File: config.mk
export PLATFORM = sky130hd
export DESIGN_NAME = imem_program_loader_flat
export DESIGN_NICKNAME = d
export VERILOG_FILES = /design/src/rtl/imem_program_loader_if.sv /design/src/rtl/imem_program_loader.sv /design/src/flat_wrapper.sv
export SDC_FILE = /design/constraint.sdc
export NUM_CORES = 1
export LEC_CHECK = 0
export BUFFER_PORTS_ARGS = -buffer_cell sky130_fd_sc_hd__buf_2
export CORE_ASPECT_RATIO = 1.4
export CORE_MARGIN = 1
export CORE_UTILIZATION = 40
export CTS_CLUSTER_DIAMETER = 30
export CTS_CLUSTER_SIZE = 24
export DETAILED_ROUTE_END_ITERATION = 7
export GPL_TIMING_DRIVEN = 0
export PLACE_DENSITY = 0.65
export SLEW_MARGIN = 20
export SYNTH_ARGS = -nofsm -noshare
export SYNTH_HDL_FRONTEND = slang
export SYNTH_SLANG_ARGS = --single-unit
File: constraint.sdc
create_clock -name clk -period 3.05 [get_ports clk]
set_clock_uncertainty 0.1 [all_clocks]
set_input_delay 0.305 -clock clk [delete_from_list [all_inputs] [get_ports clk]]
set_output_delay 0.305 -clock clk [all_outputs]
set_load 0.03 [all_outputs]
File: src/rtl/imem_program_loader_if.sv
// Byte-stream input, instruction-memory write port and boot status of the
// program loader, bundled as one interface.
interface imem_program_loader_if #(
    parameter int ADDR_W = 8
);
    logic              rx_valid;
    logic [7:0]        rx_data;
    logic              rx_ready;
    logic              reload;
    logic              imem_we;
    logic [ADDR_W-1:0] imem_addr;
    logic [31:0]       imem_wdata;
    logic              cpu_reset_hold;
    logic              done;
    logic              error;

    // Byte source / supervisor side.
    modport master (
        output rx_valid, rx_data, reload,
        input  rx_ready, imem_we, imem_addr, imem_wdata,
        input  cpu_reset_hold, done, error
    );

    // Loader side.
    modport slave (
        input  rx_valid, rx_data, reload,
        output rx_ready, imem_we, imem_addr, imem_wdata,
        output cpu_reset_hold, done, error
    );
endinterface

File: src/rtl/imem_program_loader.sv
// Runtime boot loader: receives a length-prefixed byte stream, packs it into
// little-endian 32-bit words, writes them to instruction memory from address 0
// upward and holds the CPU in reset until the image is complete.
// Optional feature macro: LOADER_CHECKSUM_EN adds a trailing XOR checksum byte
// that must match before the CPU is released.
module imem_program_loader #(
    parameter int ADDR_W = 8,
    parameter int LEN_W  = 16
) (
    input  logic                  clk,
    input  logic                  reset,
    imem_program_loader_if.slave  bus
);
    localparam int unsigned DEPTH = 1 << ADDR_W;

    localparam logic [2:0] S_LEN_LO = 3'd0;
    localparam logic [2:0] S_LEN_HI = 3'd1;
    localparam logic [2:0] S_DATA   = 3'd2;
    localparam logic [2:0] S_CHK    = 3'd3;
    localparam logic [2:0] S_FLUSH  = 3'd4;
    localparam logic [2:0] S_DONE   = 3'd5;
    localparam logic [2:0] S_ERROR  = 3'd6;

`ifdef LOADER_CHECKSUM_EN
    localparam logic [2:0] S_AFTER_DATA = S_CHK;
    localparam logic [2:0] S_AFTER_ZERO = S_CHK;
`else
    localparam logic [2:0] S_AFTER_DATA = S_FLUSH;
    localparam logic [2:0] S_AFTER_ZERO = S_DONE;
`endif

    logic [2:0]        state;
    logic [1:0]        byte_idx;
    logic [ADDR_W:0]   word_idx;   // one extra bit so DEPTH itself is representable
    logic [LEN_W-1:0]  len;
    logic [23:0]       word_buf;   // bytes 0..2 of the word being assembled
    logic              imem_we;
    logic [ADDR_W-1:0] imem_addr;
    logic [31:0]       imem_wdata;
    logic              xfer;
    logic [LEN_W-1:0]  len_full;
    logic              last_word;
`ifdef LOADER_CHECKSUM_EN
    logic [7:0]        chk_acc;
`endif

    assign xfer      = bus.rx_valid && bus.rx_ready;
    assign len_full  = LEN_W'({bus.rx_data, len[7:0]});
    assign last_word = (32'(word_idx) + 32'd1) == 32'(len);

    // Handshake readiness and boot status are pure functions of the state.
    always_comb begin
        // NOTE: every output gets a default first so no path can infer a latch.
        bus.rx_ready = 1'b0;
        case (state)
            S_LEN_LO, S_LEN_HI, S_DATA, S_CHK: bus.rx_ready = 1'b1;
            default:                           bus.rx_ready = 1'b0;
        endcase
    end

    assign bus.done           = (state == S_DONE);
    assign bus.error          = (state == S_ERROR);
    assign bus.cpu_reset_hold = (state != S_DONE);
    assign bus.imem_we        = imem_we;
    assign bus.imem_addr      = imem_addr;
    assign bus.imem_wdata     = imem_wdata;

    // Stream parser, word packer and write-strobe generator.
    always_ff @(posedge clk or posedge reset) begin
        // NOTE: sequential state uses non-blocking assignments only, so every
        // register samples the pre-edge values of the others.
        if (reset) begin
            state      <= S_LEN_LO;
            byte_idx   <= '0;
            word_idx   <= '0;
            len        <= '0;
            word_buf   <= '0;
            imem_we    <= 1'b0;
            imem_addr  <= '0;
            imem_wdata <= '0;
`ifdef LOADER_CHECKSUM_EN
            chk_acc    <= '0;
`endif
        end else begin
            imem_we <= 1'b0;   // the write strobe is a single-cycle pulse
            case (state)
                S_LEN_LO: begin
                    if (xfer) begin
                        len   <= LEN_W'(bus.rx_data);
                        state <= S_LEN_HI;
                    end
                end
                S_LEN_HI: begin
                    if (xfer) begin
                        len <= len_full;
                        if (len_full == '0)
                            state <= S_AFTER_ZERO;
                        else if (32'(len_full) > DEPTH)
                            state <= S_ERROR;
                        else
                            state <= S_DATA;
                    end
                end
                S_DATA: begin
                    if (xfer) begin
                        byte_idx <= byte_idx + 2'd1;
`ifdef LOADER_CHECKSUM_EN
                        chk_acc  <= chk_acc ^ bus.rx_data;
`endif
                        case (byte_idx)
                            2'd0: word_buf[7:0]   <= bus.rx_data;
                            2'd1: word_buf[15:8]  <= bus.rx_data;
                            2'd2: word_buf[23:16] <= bus.rx_data;
                            default: begin
                                imem_we    <= 1'b1;
                                imem_addr  <= word_idx[ADDR_W-1:0];
                                imem_wdata <= {bus.rx_data, word_buf};
                                word_idx   <= word_idx + 1'b1;
                                if (last_word)
                                    state <= S_AFTER_DATA;
                            end
                        endcase
                    end
                end
`ifdef LOADER_CHECKSUM_EN
                S_CHK: begin
                    if (xfer) begin
                        if (bus.rx_data != chk_acc)
                            state <= S_ERROR;
                        else if (len == '0)
                            state <= S_DONE;
                        else
                            state <= S_FLUSH;
                    end
                end
`endif
                S_FLUSH: state <= S_DONE;   // lets the final strobe finish before release
                S_DONE, S_ERROR: begin
                    if (bus.reload) begin
                        state    <= S_LEN_LO;
                        byte_idx <= '0;
                        word_idx <= '0;
                        len      <= '0;
`ifdef LOADER_CHECKSUM_EN
                        chk_acc  <= '0;
`endif
                    end
                end
                default: state <= S_LEN_LO;
            endcase
        end
    end
endmodule

File: src/flat_wrapper.sv
// flat-port wrapper written by rule: the top's interface ports become plain ports
module imem_program_loader_flat 
#(
    parameter int ADDR_W = 8,
    parameter int LEN_W  = 16
)
  (clk, reset, bus_rx_valid, bus_rx_data, bus_reload, bus_rx_ready, bus_imem_we, bus_imem_addr, bus_imem_wdata, bus_cpu_reset_hold, bus_done, bus_error);
  imem_program_loader_if #(.ADDR_W(ADDR_W)) bus_i ();
  input  logic clk;
  input  logic reset;
  input wire logic [$bits(bus_i.rx_valid)-1:0] bus_rx_valid;
  input wire logic [$bits(bus_i.rx_data)-1:0] bus_rx_data;
  input wire logic [$bits(bus_i.reload)-1:0] bus_reload;
  output wire logic [$bits(bus_i.rx_ready)-1:0] bus_rx_ready;
  output wire logic [$bits(bus_i.imem_we)-1:0] bus_imem_we;
  output wire logic [$bits(bus_i.imem_addr)-1:0] bus_imem_addr;
  output wire logic [$bits(bus_i.imem_wdata)-1:0] bus_imem_wdata;
  output wire logic [$bits(bus_i.cpu_reset_hold)-1:0] bus_cpu_reset_hold;
  output wire logic [$bits(bus_i.done)-1:0] bus_done;
  output wire logic [$bits(bus_i.error)-1:0] bus_error;
  assign bus_i.rx_valid = bus_rx_valid;
  assign bus_i.rx_data = bus_rx_data;
  assign bus_i.reload = bus_reload;
  assign bus_rx_ready = bus_i.rx_ready;
  assign bus_imem_we = bus_i.imem_we;
  assign bus_imem_addr = bus_i.imem_addr;
  assign bus_imem_wdata = bus_i.imem_wdata;
  assign bus_cpu_reset_hold = bus_i.cpu_reset_hold;
  assign bus_done = bus_i.done;
  assign bus_error = bus_i.error;
  imem_program_loader #(.ADDR_W(ADDR_W), .LEN_W(LEN_W)) u_core (.clk(clk), .reset(reset), .bus(bus_i));
endmodule
======== Word level (Yosys, flattened, before mapping) ========
Cells that the tools add are included.
operators by class
  equality and inequality tests ........... 16
  mux-type cells .......................... 24
  order comparisons ....................... 1
  reductions and logical operators ........ 19
  add/sub/neg operators ................... 3
  bitwise operators ....................... 2
operator list
  cell                                                                               count
  16-bit two-way mux                                                                 3
  16-bit one-hot mux with 3 select lines                                             1
  32-bit by 16-bit equality test with 1-bit output                                   1
  9-bit two-way mux                                                                  3
  3-bit two-way mux                                                                  8
  9-bit one-hot mux with 2 select lines                                              1
  16-bit by 9-bit greater-than comparator with 1-bit output (second input constant)  1
  16-bit logical NOT                                                                 1
  3-bit one-hot mux with 5 select lines                                              1
  3-bit AND reduction                                                                5
  4-bit AND reduction                                                                3
  9-bit by 1-bit adder with 10-bit output (second input constant)                    1
  9-bit by 1-bit adder with 9-bit output (second input constant)                     1
  3-bit equality test (second input constant)                                        3
  2-bit by 1-bit != test with 1-bit output (second input constant)                   4
  3-bit by 2-bit equality test with 1-bit output (second input constant)             2
  6-bit AND reduction                                                                1
  1-bit two-way mux                                                                  4
  2-bit two-way mux                                                                  2
  2-bit != test (second input constant)                                              2
  2-bit one-hot mux with 2 select lines                                              1
  2-bit nonzero test                                                                 2
  4-bit OR reduction                                                                 1
  3-bit by 1-bit equality test with 1-bit output (second input constant)             1
  other kinds (11)                                                                   12
word-level totals
  bits of input ports ..................... 12
  output and inout port bits .............. 45
  flip-flop bits (word level) ............. 95
  word-level logic and storage cells ...... 76

======== Logic depth before layout (Yosys ltp) ========
  word-level depth ........................ 6
  mapped depth ............................ 11
  gate-level depth less buffers ........... 8

======== Worst setup path after synthesis ========
No wires, ideal clock.
  path type ............................... register to register
  start point ............................. register u_core.word_idx[0]
  end point ............................... register u_core.state[1]
  cell stages (with the launch flop) ...... 8
  clock period less this slack ............ 2352 ps
  data required time ...................... 2825 ps
  slack ................................... 698 ps
  data arrival time ....................... 2127 ps
  library setup time ...................... 125 ps
  path buffers ............................ 0
  cells stage by stage .................... dfrtp_1 -> ha_1 -> and3_2 -> nand3_1 -> a2111oi_0 -> nand4_1 -> o41ai_2 -> mux2_2
on the way
  longest elaborated chain between the ends .. 4
ends and longest elaborated chain
  item                                                       RTL line                    RTL
  from (decl)                                                imem_program_loader.sv:34   logic [ADDR_W:0] word_idx;
  from (signal assigned)                                     imem_program_loader.sv:118  word_idx <= word_idx + 1'b1;
  9-bit by 1-bit adder with 10-bit output                    imem_program_loader.sv:49   assign last_word = (32'(word_idx) + 32'd1) == 32'(len);
  32-bit by 16-bit equality test with 1-bit output           imem_program_loader.sv:49
  2-bit by 1-bit != test with 1-bit output (no source line)  -
  6-bit AND reduction (no source line)                       -
  to (signal assigned)                                       imem_program_loader.sv:73   state <= S_LEN_LO;
  to (signal assigned)                                       imem_program_loader.sv:90   state <= S_LEN_HI;
  to (signal assigned)                                       imem_program_loader.sv:97   state <= S_AFTER_ZERO;
  to (decl)                                                  imem_program_loader.sv:32   logic [2:0] state;
Every way passes these cells.
A chain may end at the register's enable or synchronous reset.

======== Worst setup path in the final report ========
Same ends and word-level chain as after synthesis.

==> impl_metrics.tcl <==
set metrics [dict create \
    synth_edf_count 0 \
    ys_dominant_reg_cell "dfrtp_1" \
    antenna_found_initial 0 \
    synth-seq-area-share_pct 56.50 \
    min_period_over_period_pct 92.27 \
    p_per_area_mw_per_mm2 851.7 \
    ctsRootBufferMaster "clkbuf_16" \
    final.setup.tns_ns 0 \
    startpoint_type "register" \
    clockBufferDepth 2 \
    critPathKind "register to register" \
    place_congestion 0.8629 \
    p_total_uw 4258 \
    synth.top_cell.area_share_pct 56.50 \
    grt_pass1_vias 3175 \
    synth_warnings 0 \
    post-cts-setup-buffers 0 \
    relSlewSlack_pct 48.14 \
    drt_first_pass_iters 4 \
    cts_buffers 9 \
    grt_remaining_overflow 0 \
    status "finished clean" \
    pre_cts_ws_ns 0.2820 \
    critPathLaunch "u_core.word_idx[0]" \
    n_antenna_cell 0 \
    cts_tree "yes" \
    synthTopCellsByArea "dfrtp_1 (56%), nand2_1 (14%), mux2_2 (7.2%)" \
    leakage_uw 0.002634 \
    worst_pin_slew_ns 0.7759 \
    fp.dieH_um 123.4 \
    area_delta_synth_final_pct 18.82 \
    hp-start "bus_rx_data[0]" \
    row_count 43 \
    drtIter0Drc 188 \
    max_freq_mhz 355.3 \
    syn-cell-area_mm2 0.004208 \
    viasPerCell 5.067 \
    cts_sinks 95 \
    setup_violations 0 \
    vias 3177 \
    layout_commonest_cell "nand2_1" \
    syn-num-nets 436 \
    core-area_mm2 0.01006 \
    finalHoldViolations 0 \
    route.detailed.drc 0 \
    path_clk_slew_ns 0.07 \
    track_usage_pct 19.15 \
    async_flop_share_pct 100.0 \
    irDropWorstVdd_uv 331.0 \
    yosys.area.top_type "dfrtp_1" \
    crit_arrival_ns 2.94 \
    dp_hpwl_mm 6.689 \
    ios 57 \
    drv_slew 0 \
    wl_per_cell_um 15.10 \
    layout-drive-gt1-share_pct 22.76 \
    endpoint_kind "register" \
    worst-path-max-fanout 8 \
    clk_latency_ns 0.34 \
    io_buffers 55 \
    finish.net_count 504 \
    grt_max_degree 62 \
    cap_violations 0 \
    ys_types 45 \
    cp.required_ns 3.17 \
    final_cell_mix "nand2_1 (158), dfrtp_1 (95), buf_2 (56), mux2_2 (27)" \
    yosys_register_bits 95 \
    setup_ws_ns 0.2357 \
    postRouteAntennaNets 0 \
    rsz0062_at_grt "no" \
    ctsHtreeMaxLevel 3 \
    fp.dieW_um 88.68 \
    syn_inst 419 \
    initial_utilization_pct 41.82 \
    r2r_start "u_core.word_idx[0]" \
    hp-class "primary input to register" \
    die-area_mm2 0.01094 \
    syn_area_per_cell_um2 10.04 \
    routed_wl_mm 9.470 \
    grt_pass1_wl_mm 15.60 \
    post-route-min-period_ns 2.814 \
]
Yosys cell counts (all sizes together), types with 2 or more instances:
cell and instances:
ha 5, and4 3, nor2 6, clkbuf 15, a22o 9, nor4 4
mux2 27, nand4 2, buf 4, and3 3, nor3 4, dfrtp 95
o21ai 16, inv 6, xnor2 9, and2 3, o31ai 2, xor2 4
nand2 158, or4 2, nand3 15, o41ai 2, a21oi 8, a31oi 2
nor2b 3
worst max-delay path, stage by stage, from the launching register on:
cell       delay [ns]
dfrtp_1          0.49
ha_1             0.31
and3_2           0.26
nand3_1          0.14
a2111oi_0        0.40
nand4_1          0.18
o41ai_2          0.42
mux2_2           0.38
where the power goes:
part           internal [uW]  switching (uW)
clock                    658             469
combinational            532             764
sequential              1610             224
final timing paths:
check	cells after the start	slack, ns	to
worst max register to register	7	0.24	u_core.state[1]
worst min register to register	2	0.37	u_core.bus.imem_addr[1]
max in group asynchronous	4	1.84	u_core.len[14]
worst min-delay path	3	0.15	u_core.bus.imem_wdata[24]
min in group asynchronous	3	0.40	u_core.bus.imem_wdata[1]
worst max-delay path	7	0.24	u_core.state[1]
state kept, by name, summed over array words and instances, names as in the netlist:
| signal | flops |
|---|---|
| u_core.bus.imem_addr | 8 |
| u_core.bus.imem_wdata | 32 |
| u_core.bus.imem_we | 1 |
| u_core.byte_idx | 2 |
| u_core.len | 16 |
| u_core.state | 3 |
| u_core.word_buf | 24 |
| u_core.word_idx | 9 |
cell type report:
cell class,instances,area (um^2)
Clock inverter,5,56.30
Buffer,19,122.6
Multi-Input combinational cell,299,1692
Sequential cell,95,2377
Clock buffer,11,242.7
Fill cell,963,5061
Inverter,6,27.53
Tap cell,135,168.9
Timing Repair Buffer,57,312.8
kinds of logic (layout without fill, tap and decap cells):
family,Yosys count,in the layout,share of synthesized area [%]
buf+inv,25,98,3.449
simple gates,207,207,21.05
compound gates,47,47,7.583
fa+ha+maj,5,5,1.487
mux,27,27,7.226
flops,95,95,56.50
xor+xnor,13,13,2.706
per-stage QoR:
stage	util [%]	instances	instance area (um^2)	hold WS, ns
global placement	46.24	609	4652	0.3436
CTS	49.70	627	5000	0.1482
floorplan	-	419	4208	0.3104
global route	49.70	627	5000	0.1627
finish	49.70	627	5000	0.1541
detailed placement	46.62	610	4691	0.2221
layer usage:
layer | vias to the layer above | global-route usage (%) | routed length [um]
met3 | 28 | 3.605 | 254
li1 | 1543 | - | -
met5 | - | 0 | 0
met1 | 1548 | 22.74 | 3977
met2 | 58 | 31.83 | 4892
met4 | 0 | 11.59 | 346
repair_timing:
| action | CTS | global route |
|---|---|---|
| endpoints found under the setup margin | 0 | 0 |
| hold buffers | 1 | 0 |
| endpoints found under the hold margin | 34 | 0 |
| gates resized for setup | 0 | 0 |
Power figures use the tool's default switching activity.
